### src/rtl/keypad_scan_unit_pkg.sv
// keypad_scan_unit_pkg: shared key codes, 7-segment glyphs and scanner types
package keypad_scan_unit_pkg;
    localparam logic [3:0] KEY_NONE  = 4'hF;
    localparam logic [6:0] SEG_0     = 7'b1000000;
    localparam logic [6:0] SEG_1     = 7'b1111001;
    localparam logic [6:0] SEG_2     = 7'b0100100;
    localparam logic [6:0] SEG_3     = 7'b0110000;
    localparam logic [6:0] SEG_4     = 7'b0011001;
    localparam logic [6:0] SEG_5     = 7'b0010010;
    localparam logic [6:0] SEG_6     = 7'b0000010;
    localparam logic [6:0] SEG_7     = 7'b1111000;
    localparam logic [6:0] SEG_8     = 7'b0000000;
    localparam logic [6:0] SEG_9     = 7'b0010000;
    localparam logic [6:0] SEG_BLANK = 7'b1111111;

    typedef enum logic {UNLOCKED, LOCKED} scan_state_t;

    function automatic logic [1:0] col_index(input logic [2:0] column);
        return column == 3'b110 ? 2'd0 : column == 3'b101 ? 2'd1 : 2'd2;
    endfunction
endpackage

### src/rtl/keypad_scan_unit_if.sv
// keypad_scan_unit_if: keypad matrix lines plus the debounced key report
interface keypad_scan_unit_if;
    logic [2:0] row;
    logic [2:0] column;
    logic       valid_key;
    logic [3:0] key;
    logic [6:0] key_hex;
    modport master (input row, output column, valid_key, key, key_hex);
    modport slave (output row, input column, valid_key, key, key_hex);
endinterface

### src/rtl/keypad_scan_unit_seg7_digit_decoder.sv
// seg7_digit_decoder: binary digit to active-low 7-segment pattern, blank above 9
module seg7_digit_decoder
    import keypad_scan_unit_pkg::*;
(
    input  logic [3:0] value,
    output logic [6:0] seg
);
    always_comb begin
        seg = SEG_BLANK;
        case (value)
            4'd0: seg = SEG_0;
            4'd1: seg = SEG_1;
            4'd2: seg = SEG_2;
            4'd3: seg = SEG_3;
            4'd4: seg = SEG_4;
            4'd5: seg = SEG_5;
            4'd6: seg = SEG_6;
            4'd7: seg = SEG_7;
            4'd8: seg = SEG_8;
            4'd9: seg = SEG_9;
            default: seg = SEG_BLANK;
        endcase
    end
endmodule

### src/rtl/keypad_scan_unit.sv
// keypad_scan_unit: 3x3 matrix column scanner with press/release debounce and key display
module keypad_scan_unit
    import keypad_scan_unit_pkg::*;
#(
    parameter logic [27:0] SCAN_MAX       = 28'd49_999,
    parameter logic [2:0]  DEBOUNCE_SCANS = 3'd4
) (
    input  logic               clk,
    input  logic               reset,
    keypad_scan_unit_if.master kp
);
    logic [27:0] div;
    logic        tick;
    logic [2:0]  column;
    logic [1:0]  col;
    logic        has_cand;
    logic [1:0]  cand_row;
    scan_state_t state, state_n;
    logic [2:0]  cnt, cnt_n;
    logic [1:0]  r_q, r_n, c_q, c_n;
    logic [3:0]  key_q, key_n;
    logic        valid_q, valid_n;

    assign tick     = div == 28'd0;
    assign col      = col_index(column);
    assign has_cand = kp.row != 3'b111;
    assign cand_row = !kp.row[0] ? 2'd0 : !kp.row[1] ? 2'd1 : 2'd2;

    always_ff @(posedge clk or negedge reset) begin
        if (!reset) begin
            div    <= SCAN_MAX;
            column <= 3'b110;
        end else begin
            div    <= tick ? SCAN_MAX : div - 28'd1;
            column <= tick ? {column[1:0], column[2]} : column;
        end
    end

    always_ff @(posedge clk or negedge reset) begin
        if (!reset) begin
            state   <= UNLOCKED;
            cnt     <= 3'd0;
            r_q     <= 2'd0;
            c_q     <= 2'd0;
            key_q   <= KEY_NONE;
            valid_q <= 1'b0;
        end else begin
            state   <= state_n;
            cnt     <= cnt_n;
            r_q     <= r_n;
            c_q     <= c_n;
            key_q   <= key_n;
            valid_q <= valid_n;
        end
    end

    // r_q/c_q hold the candidate being debounced, and the locked key once accepted
    always_comb begin
        state_n = state;
        cnt_n   = cnt;
        r_n     = r_q;
        c_n     = c_q;
        key_n   = key_q;
        valid_n = 1'b0;
        if (tick && state == UNLOCKED) begin
            if (has_cand) begin
                cnt_n = (cand_row == r_q && col == c_q) ? cnt + 3'd1 : 3'd1;
                r_n   = cand_row;
                c_n   = col;
                if (cnt_n == DEBOUNCE_SCANS) begin
                    key_n   = {2'b00, cand_row} * 4'd3 + {2'b00, col};
                    valid_n = 1'b1;
                    state_n = LOCKED;
                    cnt_n   = 3'd0;
                end
            end else if (col == c_q) begin
                cnt_n = 3'd0;
            end
        end else if (tick && col == c_q) begin
            cnt_n = kp.row[r_q] ? cnt + 3'd1 : 3'd0;
            if (cnt_n == DEBOUNCE_SCANS) begin
                state_n = UNLOCKED;
                cnt_n   = 3'd0;
            end
        end
    end

    assign kp.column    = column;
    assign kp.key       = key_q;
    assign kp.valid_key = valid_q;

    seg7_digit_decoder u_dec (
        .value(key_q),
        .seg  (kp.key_hex)
    );
endmodule

### src/flat_wrapper.sv
// flat-port wrapper written by rule: the top's interface ports become plain ports
module keypad_scan_unit_flat import keypad_scan_unit_pkg::*;
#(
    parameter logic [27:0] SCAN_MAX       = 28'd49_999,
    parameter logic [2:0]  DEBOUNCE_SCANS = 3'd4
)
  (clk, reset, kp_row, kp_column, kp_valid_key, kp_key, kp_key_hex);
  keypad_scan_unit_if kp_i ();
  input  logic clk;
  input  logic reset;
  input wire logic [$bits(kp_i.row)-1:0] kp_row;
  output wire logic [$bits(kp_i.column)-1:0] kp_column;
  output wire logic [$bits(kp_i.valid_key)-1:0] kp_valid_key;
  output wire logic [$bits(kp_i.key)-1:0] kp_key;
  output wire logic [$bits(kp_i.key_hex)-1:0] kp_key_hex;
  assign kp_i.row = kp_row;
  assign kp_column = kp_i.column;
  assign kp_valid_key = kp_i.valid_key;
  assign kp_key = kp_i.key;
  assign kp_key_hex = kp_i.key_hex;
  keypad_scan_unit #(.SCAN_MAX(SCAN_MAX), .DEBOUNCE_SCANS(DEBOUNCE_SCANS)) u_core (.clk(clk), .reset(reset), .kp(kp_i));
endmodule
### config.mk
export PLATFORM = sky130hd
export DESIGN_NAME = keypad_scan_unit_flat
export DESIGN_NICKNAME = d
export VERILOG_FILES = /design/src/rtl/keypad_scan_unit_pkg.sv /design/src/rtl/keypad_scan_unit_if.sv /design/src/rtl/keypad_scan_unit_seg7_digit_decoder.sv /design/src/rtl/keypad_scan_unit.sv /design/src/flat_wrapper.sv
export SDC_FILE = /design/constraint.sdc
export NUM_CORES = 1
export LEC_CHECK = 0
export ABC_AREA = 0
export BUFFER_PORTS_ARGS = -buffer_cell sky130_fd_sc_hd__buf_4
export CORE_AREA = 2 2 82 84
export CTS_BUF_LIST = sky130_fd_sc_hd__clkbuf_16
export CTS_CLUSTER_DIAMETER = 100
export DETAILED_ROUTE_END_ITERATION = 8
export DIE_AREA = 0 0 84 86
export PLACE_DENSITY_LB_ADDON = 0.05
export RECOVER_POWER = 25
export SETUP_SLACK_MARGIN = 0.02
export SLEW_MARGIN = 40
export SYNTH_ARGS = -nofsm -noshare
export SYNTH_HDL_FRONTEND = slang
export SYNTH_SLANG_ARGS = --single-unit
### constraint.sdc
create_clock -name clk -period 3.23 [get_ports clk]
set_clock_uncertainty 0.1 [all_clocks]
set_input_delay 0.323 -clock clk [delete_from_list [all_inputs] [get_ports clk]]
set_output_delay 0.323 -clock clk [all_outputs]
set_load 0.01 [all_outputs]
; ---- After elaboration in Yosys (flattened, before gate mapping)
; Memory sizes are Yosys's and may differ from the RTL's.
; Index checks and enable logic that the tools add are counted.
; Widths: inputs -> output; s select.
[totals]
rom_bits = 112
reg_bits = 44
mem_count = 1
out_inout_bits = 15
[memory_table]
columns = name, depth, width, read_ports, rd_ports_with_merged_regs, wr, line_no
row1 = (name not given), 16, 7, 1, 0, 0, keypad_scan_unit_seg7_digit_decoder.sv:10  ; case (value)
[op_classes]
order_cmp = 1
addsub = 3
eq_ne = 10
n_bitwise = 1
reduce_logical = 10
muxes = 23
multipliers = 1
[op_table]
columns = operator, count
row1 = $logic_not 28->1, 1
row2 = $mux 28, 1
row3 = $sub 28x1->28 const B, 1
row4 = $mux 3, 8
row5 = $eq 3x3->1 const B, 4
row6 = $mux 1, 9
row7 = $mux 2, 4
row8 = $add 4x2->4, 1
row9 = $eq 2x2->1, 2
row10 = $mul 2x2->4 const B, 1
row11 = $reduce_and 2->1, 2
row12 = $reduce_and 4->1, 1
row13 = $reduce_bool 2->1, 2
row14 = $add 3x1->3 const B, 1
row15 = $logic_and 1x1->1, 3
row16 = $lt 2x3->1 const B, 1
row17 = $ne 3x2->1 const B, 1
row18 = $ne 3x3->1 const B, 1
row19 = $reduce_and 3->1, 1
row20 = $bmux 1 s2, 1
row21 = $ne 2x1->1 const B, 1
row22 = $ne 2x2->1 const B, 1
row23 = $not 1->1, 1

; ---- Logic depth before layout (Yosys ltp)
; Gate-level depths: netlist (run 1).
[depth]
word_depth = 10
ltp_mapped = 9
ltp_nobuf = 7

; ---- Modules after synthesis
; Synthesis (run 1) repeated with hierarchy kept, for this count alone.
[unflattened]
hier_cells = 260
hier_area_um2 = 2577.5
[modules_own_cells]
columns = module, n_inst, seq_area_each_um2, area_each_um2, cells_per_inst
row1 = keypad_scan_unit, 1, 1119.8, 2377.3, 229
row2 = seg7_digit_decoder, 1, 0.0, 200.2, 31

; ---- Worst setup path before layout (run 1)
; Ideal clock, no wire load.
[synth_path]
kind = register -> register
from = reg u_core.div[0]
to = reg u_core.key_q[0], in the netlist u_core.kp.key[0]
path_buffers = 0
path_stages_with_launch = 8
arrival_time_ns = 2.090
slack_ns = 0.958
setup_ns = 0.082
cell_sequence = dfstp_2 > inv_1 > ha_1 > or4b_1 > nor2_1 > nand4_4 > nor3_4 > mux2_4
[synth_via]
elab_chain_len = 3
[synth_rtl]
columns = element, line_no
row1 = from (decl), keypad_scan_unit.sv:12  ; logic [27:0] div;
row2 = from (signal assigned), keypad_scan_unit.sv:34  ; div <= tick ? SCAN_MAX : div - 28'd1;
row3 = $logic_not 28->1, keypad_scan_unit.sv:24  ; assign tick = div == 28'd0;
row4 = $logic_and 1x1->1, keypad_scan_unit.sv:65  ; if (tick && state == UNLOCKED) begin
row5 = $reduce_and 3->1 (no line), n/a
row6 = to (signal assigned), keypad_scan_unit.sv:52  ; key_q <= key_n;
row7 = to (decl), keypad_scan_unit.sv:21  ; logic [3:0] key_q, key_n;
; No other way between the ends.
; A chain may end at the register's enable or synchronous reset.

; ---- Final worst setup path (run 1)
[layout_path]
from = reg u_core.div[0]
to = reg u_core.key_q[1], in the netlist u_core.kp.key[1]
; The elaborated chain is that of the path after synthesis.

==> results of run 1 <==
[cell type report]
class                           count  area, µm²
Timing Repair Buffer               22        165
Clock inverter                      3       42.5
Tap cell                           77       96.3
Fill cell                         615       3280
Clock buffer                        5        125
Sequential cell                    44       1120
Multi-Input combinational cell    206       1410
Inverter                           10       37.5
[where the power goes]
| part | total [µW] | internal (µW) | leakage [µW] | switching (µW) |
|---|---|---|---|---|
| clock | 578 | 363 | 0.0000814 | 214 |
| combinational | 42.5 | 15.6 | 0.000700 | 27.0 |
| sequential | 559 | 555 | 0.000550 | 4.10 |
[cell usage after synthesis (5+ instances only)]
library cell / number / area, µm²
nor3_1: 12 / 60.1
dfstp_2: 15 / 394
nand2_1: 27 / 101
nor4_1: 9 / 56.3
dfrtp_1: 29 / 726
or3_1: 7 / 43.8
a21oi_1: 11 / 55.1
xnor2_1: 17 / 149
nor2_1: 34 / 128
o21ai_0: 5 / 25.0
a21o_1: 6 / 45.0
xor2_1: 6 / 52.6
clkbuf_1: 5 / 18.8
inv_1: 10 / 37.5
ha_1: 10 / 125
[kinds of logic after synthesis]
| logic type | Yosys count | synth area share |
|---|---|---|
| compound gates | 36 | 0.0890 |
| xor+xnor | 23 | 0.0774 |
| fa+ha+maj | 12 | 0.0635 |
| buf+inv | 18 | 0.0284 |
| flops | 44 | 0.430 |
| mux | 8 | 0.0356 |
| simple gates | 127 | 0.276 |
[metrics by stage]
stage,utilization,cells,total power [µW],hold slack (ns),area [µm²]
after global placement,0.449,358,612,0.268,2820
after global routing,0.477,367,1230,0.349,2990
final,0.477,367,1180,0.312,2990
after detailed placement,0.449,358,612,0.261,2820
after floorplan,-,268,589,-0.0726,2600
after CTS,0.477,367,1200,0.310,3000
[layout by cell type, fill, tap and decap left out, drive strengths merged, types with 10 or more instances in the layout]
cell and n:
dfrtp 29, a21oi 11, buf 20, nor2 34, dfstp 15, xnor2 17, nor3 13, ha 10
nand2 28, nor4 10, inv 10
[state kept, by name, summed over array words and instances (netlist names)]
register,cells
u_core.r_q,2
u_core.c_q,2
u_core.kp.valid_key,1
u_core.kp.key,4
u_core.kp.column,3
u_core.div,28
u_core.cnt,3
u_core.state,1
[per-layer routing]
metal  vias to the layer above  part of all wire
met1                       928              0.50
met5                         -                 0
met3                         7             0.024
met2                        21              0.46
met4                         0             0.019
li1                        989                 -
[critical path, delay by kind of cell, from the launching register on]
family	cells	cell delay, ns
mux	1	0.33
buf+inv	1	0.07
flops	1	0.39
simple gates	4	1.47
fa+ha+maj	1	0.14
[repair_timing]
action,in CTS,in global routing
endpoints found under the hold margin,29,0
resized for setup,0,0
setup buffers,0,0
endpoints found under the setup margin,0,0
hold buffers,1,0
[how the worst max path moves through the flow]
stage	startpoint	endpoint	slack [ns]	cells past startpoint
floorplan	u_core.div[0]	u_core.kp.key[0]	0.96	7
global placement	u_core.div[0]	u_core.kp.key[0]	0.70	7
detailed placement	u_core.div[0]	u_core.kp.key[0]	0.64	7
CTS	u_core.div[0]	u_core.kp.key[1]	0.61	7
global route	u_core.div[0]	u_core.kp.key[0]	0.46	7
finish	u_core.div[0]	u_core.kp.key[1]	0.65	7
==> results.md, run 1 <==
* Met1 usage at 0.209
* Cts bufs inserted at 5
* HPWL after detailed placement at 3.61 mm
* Die W at about 84 µm
* Slowest-stage cell, CP: or4b_1
* VDD IR max at roughly 320 µV
* Worst hold start: kp_row[2]
* Relative slew margins at 0.259
* Synth Area per Inst at 9.71 µm²
* Post-Syn Instances at between 200 and 300
* Full die area at 7220 µm²
* Routed vias at 1945
* Fin crit period at about 2.6 ns
* Number of top-level pins at 20
* Max Slew Vio Count at 0
* Critical path type: flop to flop
* Area Overhead vs Synth at 15.1%
* Worst Hold End: u_core.r_q[1]
* Clock transition at path regs at 0.06 ns
* Global-route wire length before repair at 9.03 mm
* Number of synthesized flops with an enable pin at 0
* Final WL at 5.16 mm
* Post-synthesis cell area at 2600 µm²
* Status: complete, no violations
* Share of layout cells above drive strength 1 at 0.200
* Final worst slack at roughly 0.65 ns
* Vias per cell at roughly 5.3
* Max stage delay on crit path at 0.47 ns
* Hold depth at 4
* Post-synthesis cell type count at 53
* Core Area at 6280 µm²
* Busiest layer in global routing: met2
* Routed Antenna Nets at 0
* CTS tree: built
* Total GRT Usage at 0.157
* # rows at 29
* Setup_tns at 0 ns
* Worst Hold Class: input pin to flop
* DR WL/cell at roughly 14 µm
* Tcrit/Tclk final at 0.799
* M2 GR Usage at 0.252
* Post-synthesis sequential area ratio at 0.430
* Cells along the critical path: inv_1 -> ha_1 -> or4b_1 -> nor2_1 -> nand4_4 -> nor3_4 -> mux2_4
* RePlAce Congestion at 0.735
* Clock Path Buffers at 2
* Worst Path Required at 3.34 ns
* Leakage power at roughly 0.0013 µW
* R2r setup slk at 0.65 ns
* Clk sink count at 44
* Max Cap Viol at 0
* Initial drt markers at 65
* Pwr dens at 394 nW/µm²
* DRC Markers at 0
* Die Height at 86 µm
* Share of async-settable or async-resettable flops after synthesis at 1.00
* Met3 Use GR at 0.0269
* IO buf count at 19
* Final Hold Viols at 0
* Crit Reg-Reg Endpoint: u_core.kp.key[1]
* Largest net degree at the start of global routing at 45
* Synth Warn # at 0
* Fmax at 0.387 GHz
* Slew of the pin with the lowest slew margin at 1.11 ns
* RSZ-0062 raised after global routing: no
* Ant. Diodes at 0
* GR Overflow Total at 0
* Top FF cell, synth: dfrtp_1
* Post-place setup slack at roughly 0.64 ns
* Yosys reg bits at 44
* Worst-skew pair later-pin latency at 0.29 ns
* Critical Path End Type: flop
* Effective utilization at floorplan at 0.414
* Vias in the first global route at 1861
* Crit-path max FO at 14
* Arrival time at the worst endpoint at 2.70 ns
* R2R Path Start: u_core.div[0]
* Final setup fails at 0
* R2R depth at 7
* Antenna violations before repair at 0
* NumNets Final at ~310
* CTS root buffer: clkbuf_16
* DRT Pass-1 Iters at 4
* CP startpoint kind: flop
* H-tree depth at 2
* Syn_nets at 285
No activity file was read; power rests on OpenSTA's default activity.
==> inputs of run 2 (changes only) <==
- clock period: 3.23 -> 2.19 ns (I/O delays scaled with it)
==> run 2 against run 1 <==
Clock power is 25% higher. Non-clock buffer count increased by 37. Core utilization up 6.6 points. Largest power group is now sequential cells. Wire length is 12% higher.
==> results.md, run 2 (synthesized netlist as in run 1, its figures left out) <==
* Status: complete, no violations
* Antenna violations before repair at 0
* Biggest register: u_core.div
* Final core occ at 0.543
* Vias per cell at about 5.2
* Max stage delay on crit path at 0.54 ns
* Clock transition at path regs at 0.06 ns
* Routed vias at approximately 2.1k
* Area Overhead vs Synth at 31.1%
* Routed Antenna Nets at 0
* VDD IR max at 299 µV
* Slowest-stage cell, CP: or4_4
* DR WL/cell at approximately 14 µm
* Ant. Diodes at 0
* Tcrit/Tclk final at 0.991
* Worst-skew pair later-pin latency at between 0.2 and 0.3 ns
* # rows at 29
* Number of top-level pins at 20
* Die W at 84 µm
* Full die area at ~7200 µm²
* IO buf count at 19
* DRT Pass-1 Iters at 4
* Clk sink count at 44
* Cells along the critical path: or4_4 -> buf_4 -> or2_2 -> or3_4 -> a21o_1
* Leakage power at 0.00152 µW
* GR Overflow Total at 0
* Share of layout cells above drive strength 1 at 0.354
* Slew of the pin with the lowest slew margin at 1.12 ns
* Relative slew margins at 0.251
* Worst Path Required at 2.26 ns
* CP delay by family, top: simple AND/OR/NAND/NOR gates
* Final Hold Viols at 0
* Post-place setup slack at -0.0707 ns
* M2 GR Usage at 0.303
* Total GRT Usage at 0.172
* R2R depth at 5
* RePlAce Congestion at 0.778
* CP startpoint: u_core.div[19]
* Global-route wire length before repair at 10.1 mm
* Number of flip-flops in the largest register at 28
* Fin crit period at approximately 2.2 ns
* Crit-path max FO at 4
* Leading cell type in the layout, fill and taps excluded: buf_4
* Critical Path End Type: flop
* Pwr dens at around 470 nW/µm²
* Core Area at 6280 µm²
* Crit path depth at 5
* Crit path buffers/inverters at 1
* CTS tree: built
* Most frequent cells in the layout: 52 x buf_4, 32 x nor2_1, 29 x dfrtp_1
* Max Cap Viol at 0
* Crit Reg-Reg Endpoint: u_core.div[24]
* RSZ-0062 raised after global routing: yes
* Critical path type: flop to flop
* Vias in the first global route at roughly 2.2k
* Final WL at between 5 and 6 mm
* Met3 Use GR at 0.0327
* Setup_tns at 0 ns
* Cts bufs inserted at 5
* H-tree depth at 2
* CP endpoint: u_core.div[24]
* HPWL after detailed placement at 3.93 mm
* R2r setup slk at 0.02 ns
* Final worst slack at 0.0197 ns
* Arrival time at the worst endpoint at 2.24 ns
* Clock Path Buffers at 2
* Die Height at 86 µm
* NumNets Final at 344
* DRC Markers at 0
* Effective utilization at floorplan at 0.414
* Worst Hold Class: input pin to flop
* CTS root buffer: clkbuf_16
* Fmax at approximately 0.46 GHz
* Final setup fails at 0
* Met1 usage at 0.218
* CP startpoint kind: flop
* Initial drt markers at 89
* Largest net degree at the start of global routing at 45
* R2R Path Start: u_core.div[19]
* Busiest layer in global routing: met2
* Max Slew Vio Count at 0
==> run 2: cell count changes in the layout (fill, tap and decap cells not counted), sizes merged <==
cell and change:
buf +37, clkinv -1, clkinvlp +2, bufinv -1
nand4b +1
==> run 2: worst min path at each step <==
stage                    end  slack (ns)  cells past startpoint       from
2_1_floorplan  u_core.c_q[0]       -0.18                      0      reset
3_3_place_gp   u_core.r_q[1]        0.16                      1      reset
3_5_place_dp   u_core.r_q[1]        0.16                      1      reset
4_1_cts        u_core.r_q[1]        0.19                      4  kp_row[2]
5_1_grt        u_core.r_q[1]        0.28                      4  kp_row[2]
6_report       u_core.r_q[1]        0.21                      4  kp_row[2]
==> run 2: layout make-up <==
cell class / instances / area [µm²]
clock buffer: 5 / 125
timing repair buffer: 59 / 470
inverter: 10 / 37.5
sequential: 44 / 1120
multi-input combinational: 207 / 1540
fill: 590 / 2870
tap: 77 / 96.3
clock inverter: 3 / 18.8
==> run 2: per-layer routing <==
metal	wire, µm	vias up
met5	0	-
met4	29	0
met3	140	2
met2	2900	19
met1	2710	1032
li1	-	1058
==> run 2: power breakdown <==
part	internal, µW	leakage [µW]	switching [µW]	total (µW)
Combinational	28.0	0.000908	43.8	71.8
Clock	418	0.0000635	307	725
Sequential	818	0.000550	4.71	823
Total	1260	0.00152	355	1620
==> run 2: stage by stage <==
| step | hold slack [ns] | power (µW) | cell area, µm² | std cells |
|---|---|---|---|---|
| final | 0.206 | 1620 | 3410 | 405 |
| after global routing | 0.281 | 1690 | 3410 | 405 |
| after CTS | 0.194 | 1650 | 3300 | 403 |
| after detailed placement | 0.160 | 908 | 3080 | 391 |
| after global placement | 0.160 | 908 | 3080 | 391 |
| after floorplan | -0.177 | 869 | 2600 | 268 |
==> run 2: what timing repair did <==
action	in CTS	in global routing
hold buffers	1	0
endpoints found under the hold margin	29	0
buffers inserted	3	1
resized for setup	9	21
cloned	0	1
pin swaps	0	5
setup endpoints to repair	32	18
==> run 2: worst min-delay path, stage by stage <==
cell	delay, ns
buf_4	0.10
nor2_1	0.05
a21oi_1	0.13
nor2_1	0.05
==> inputs of run 3 (changes only) <==
- CELL_PAD_IN_SITES_DETAIL_PLACEMENT: not set -> 2
- CELL_PAD_IN_SITES_GLOBAL_PLACEMENT: not set -> 2
- CORE_AREA: 2 2 82 84 -> 2 2 86 88
- DIE_AREA: 0 0 84 86 -> 0 0 88 90
- clock period: 2.19 -> 2.3 ns (I/O delays scaled with it)
==> run 3 against run 2 <==
Largest power group unchanged. The flow now finishes with violations (setup timing). Hold slack better by 0.016 ns. Sequential cell count unchanged. Setup slack lost 0.056 ns. Via count up 0.66%. Sequential share of layout area grew 1.5 points. Combinational power shrank 7.4%. Design area down 4.3%. Global-route usage up 1.6 points. Power decreased by 4.6%. Core utilization down 7.8 points. Die area is 9.6% higher. Non-clock buffer count fell by 10.
==> results.md, run 3 (synthesized netlist as in run 1, its figures left out) <==
* Placed cell count at between 400 and 500
* Vias in the first global route at 2346
* Worst-skew pair later-pin latency at 0.28 ns
* Critical path type: flop to flop
* Worst Path Required at 2.41 ns
* Most frequent cells in the layout: 46 x buf_4, 33 x nor2_1, 29 x dfrtp_1
* # rows at 31
* IO buf count at 19
* CP delay by family, top: simple AND/OR/NAND/NOR gates
* Critical Path End Type: flop
* Cells along the critical path: or4_4 -> and4b_2 -> nand4_4 -> nor3_4 -> buf_4 -> mux2_4
* Metal3 WL at about 130 µm
* Final setup fails at 3
* Total GRT Usage at 0.188
* Ant. Diodes at 0
* Max stage delay on crit path at ~0.53 ns
* Post-DP Area at roughly 3000 µm²
* Pwr dens at ~470 nW/µm²
* Biggest register: u_core.div
* Clock Path Buffers at 2
* Final WL at approximately 7 mm
* Initial drt markers at 50
* Setup_tns at -0.0675 ns
* Final Hold Viols at 0
* # fillers at roughly 760
* Cts bufs inserted at 5
* Relative slew margins at 0.231
* Leakage power at 0.00147 µW
* Status: complete, but fails checks
* R2R depth at 6
* Number of top-level pins at 20
* Fin crit period at approximately 2.3 ns
* Global-route wire length before repair at ~12 mm
* Area Overhead vs Synth at 25.5%
* Max layer used: met4
* M1 WL at 3.09 mm
* Tcrit/Tclk final at 1.02
* Routed vias at 2125
* Fmax at 0.428 GHz
* Die W at 88 µm
* H-tree depth at 2
* Final hold slack at 0.222 ns
* Die Height at 90 µm
* Full die area at slightly below 8000 µm²
* Clk sink count at 44
* Final worst slack at -0.0360 ns
* Crit-path max FO at 4
* Crit path depth at 6
* Routed Antenna Nets at 0
* DRC Markers at 0
* Arrival time at the worst endpoint at 2.45 ns
* Leading cell type in the layout, fill and taps excluded: buf_4
* Final instance area at 3260 µm²
* Slowest-stage cell, CP: or4_4
* GR Overflow Total at 0
* VDD IR max at 262 µV
* CTS tree: built
* CP startpoint kind: flop
* HPWL after detailed placement at 4.98 mm
* Wire length on met2 at 3.57 mm
* Max Slew Vio Count at 0
* CTS root buffer: clkbuf_16
* DR WL/cell at 16.5 µm
* Antenna violations before repair at 0
* Slew of the pin with the lowest slew margin at approximately 1.2 ns
* Fin cells at 416
* Share of layout cells above drive strength 1 at 0.309
* Clock transition at path regs at ~0.06 ns
* RSZ-0062 raised after global routing: yes
* NumNets Final at 333
* Failing checks: setup timing
* Worst Hold Class: input pin to flop
* Vias per cell at 5.11
* Core Area at ~7000 µm²
* DRT Pass-1 Iters at 4
* Number of flip-flops in the largest register at 28
* RePlAce Congestion at 0.730
* Hold depth at 4
* Max Cap Viol at 0
* Effective utilization at floorplan at 0.371
* Crit path buffers/inverters at 1
* Largest net degree at the start of global routing at 45
[run 3: path summary, 6_finish.rpt]
path | slack (ns) | from | end
max | -0.04 | u_core.div[13] | u_core.kp.key[0]
min | 0.22 | kp_row[2] | u_core.r_q[1]
max reg2reg | -0.04 | u_core.div[13] | u_core.kp.key[0]
min reg2reg | 0.39 | u_core.cnt[1] | u_core.cnt[1]
max in group asynchronous | 0.79 | reset | u_core.c_q[0]
min in group asynchronous | 0.61 | reset | u_core.div[22]
[run 3: tightest hold or removal path: stages]
cell and delay [ns]:
buf_4 0.10, nor2_1 0.05, a21oi_1 0.13, nor2_1 0.05
[run 3: area by class of cell]
cell class / instances / area (µm²) / share of cell area
Timing Repair Buffer: 49 / 380 / 0.117
Multi-Input combinational cell: 206 / 1460 / 0.448
Inverter: 10 / 37.5 / 0.0115
Sequential cell: 44 / 1120 / 0.343
Clock inverter: 3 / 15.0 / 0.00460
Clock buffer: 5 / 125 / 0.0383
Tap cell: 99 / 124 / 0.0379
[run 3: where the power goes]
group	total (µW)	switching (µW)	leakage [µW]	internal [µW]
clock network	694	299	0.0000687	395
logic	66.5	41.3	0.000853	25.1
registers	785	6.18	0.000550	779
[run 3: layer usage]
metal / vias up / global-route usage
li1: 1034 / -
met1: 1069 / 0.235
met2: 17 / 0.333
met3: 5 / 0.0275
met4: 0 / 0.0462
met5: - / 0
[run 3: repair_timing]
action | 4_1_cts | 5_1_grt
setup buffers | 0 | 3
resized for setup | 5 | 12
hold buffers | 1 | 0
endpoints found under the hold margin | 29 | 0
endpoints found under the setup margin | 32 | 22
pin swaps | 1 | 4
[run 3: through the flow]
stage	power [µW]	utilization	setup WS [ns]
2_1_floorplan	827	-	0.0277
3_3_place_gp	863	0.433	0.00959
3_5_place_dp	864	0.433	-0.126
4_1_cts	1570	0.456	-0.0422
5_1_grt	1600	0.465	-0.115
6_report	1550	0.465	-0.0360
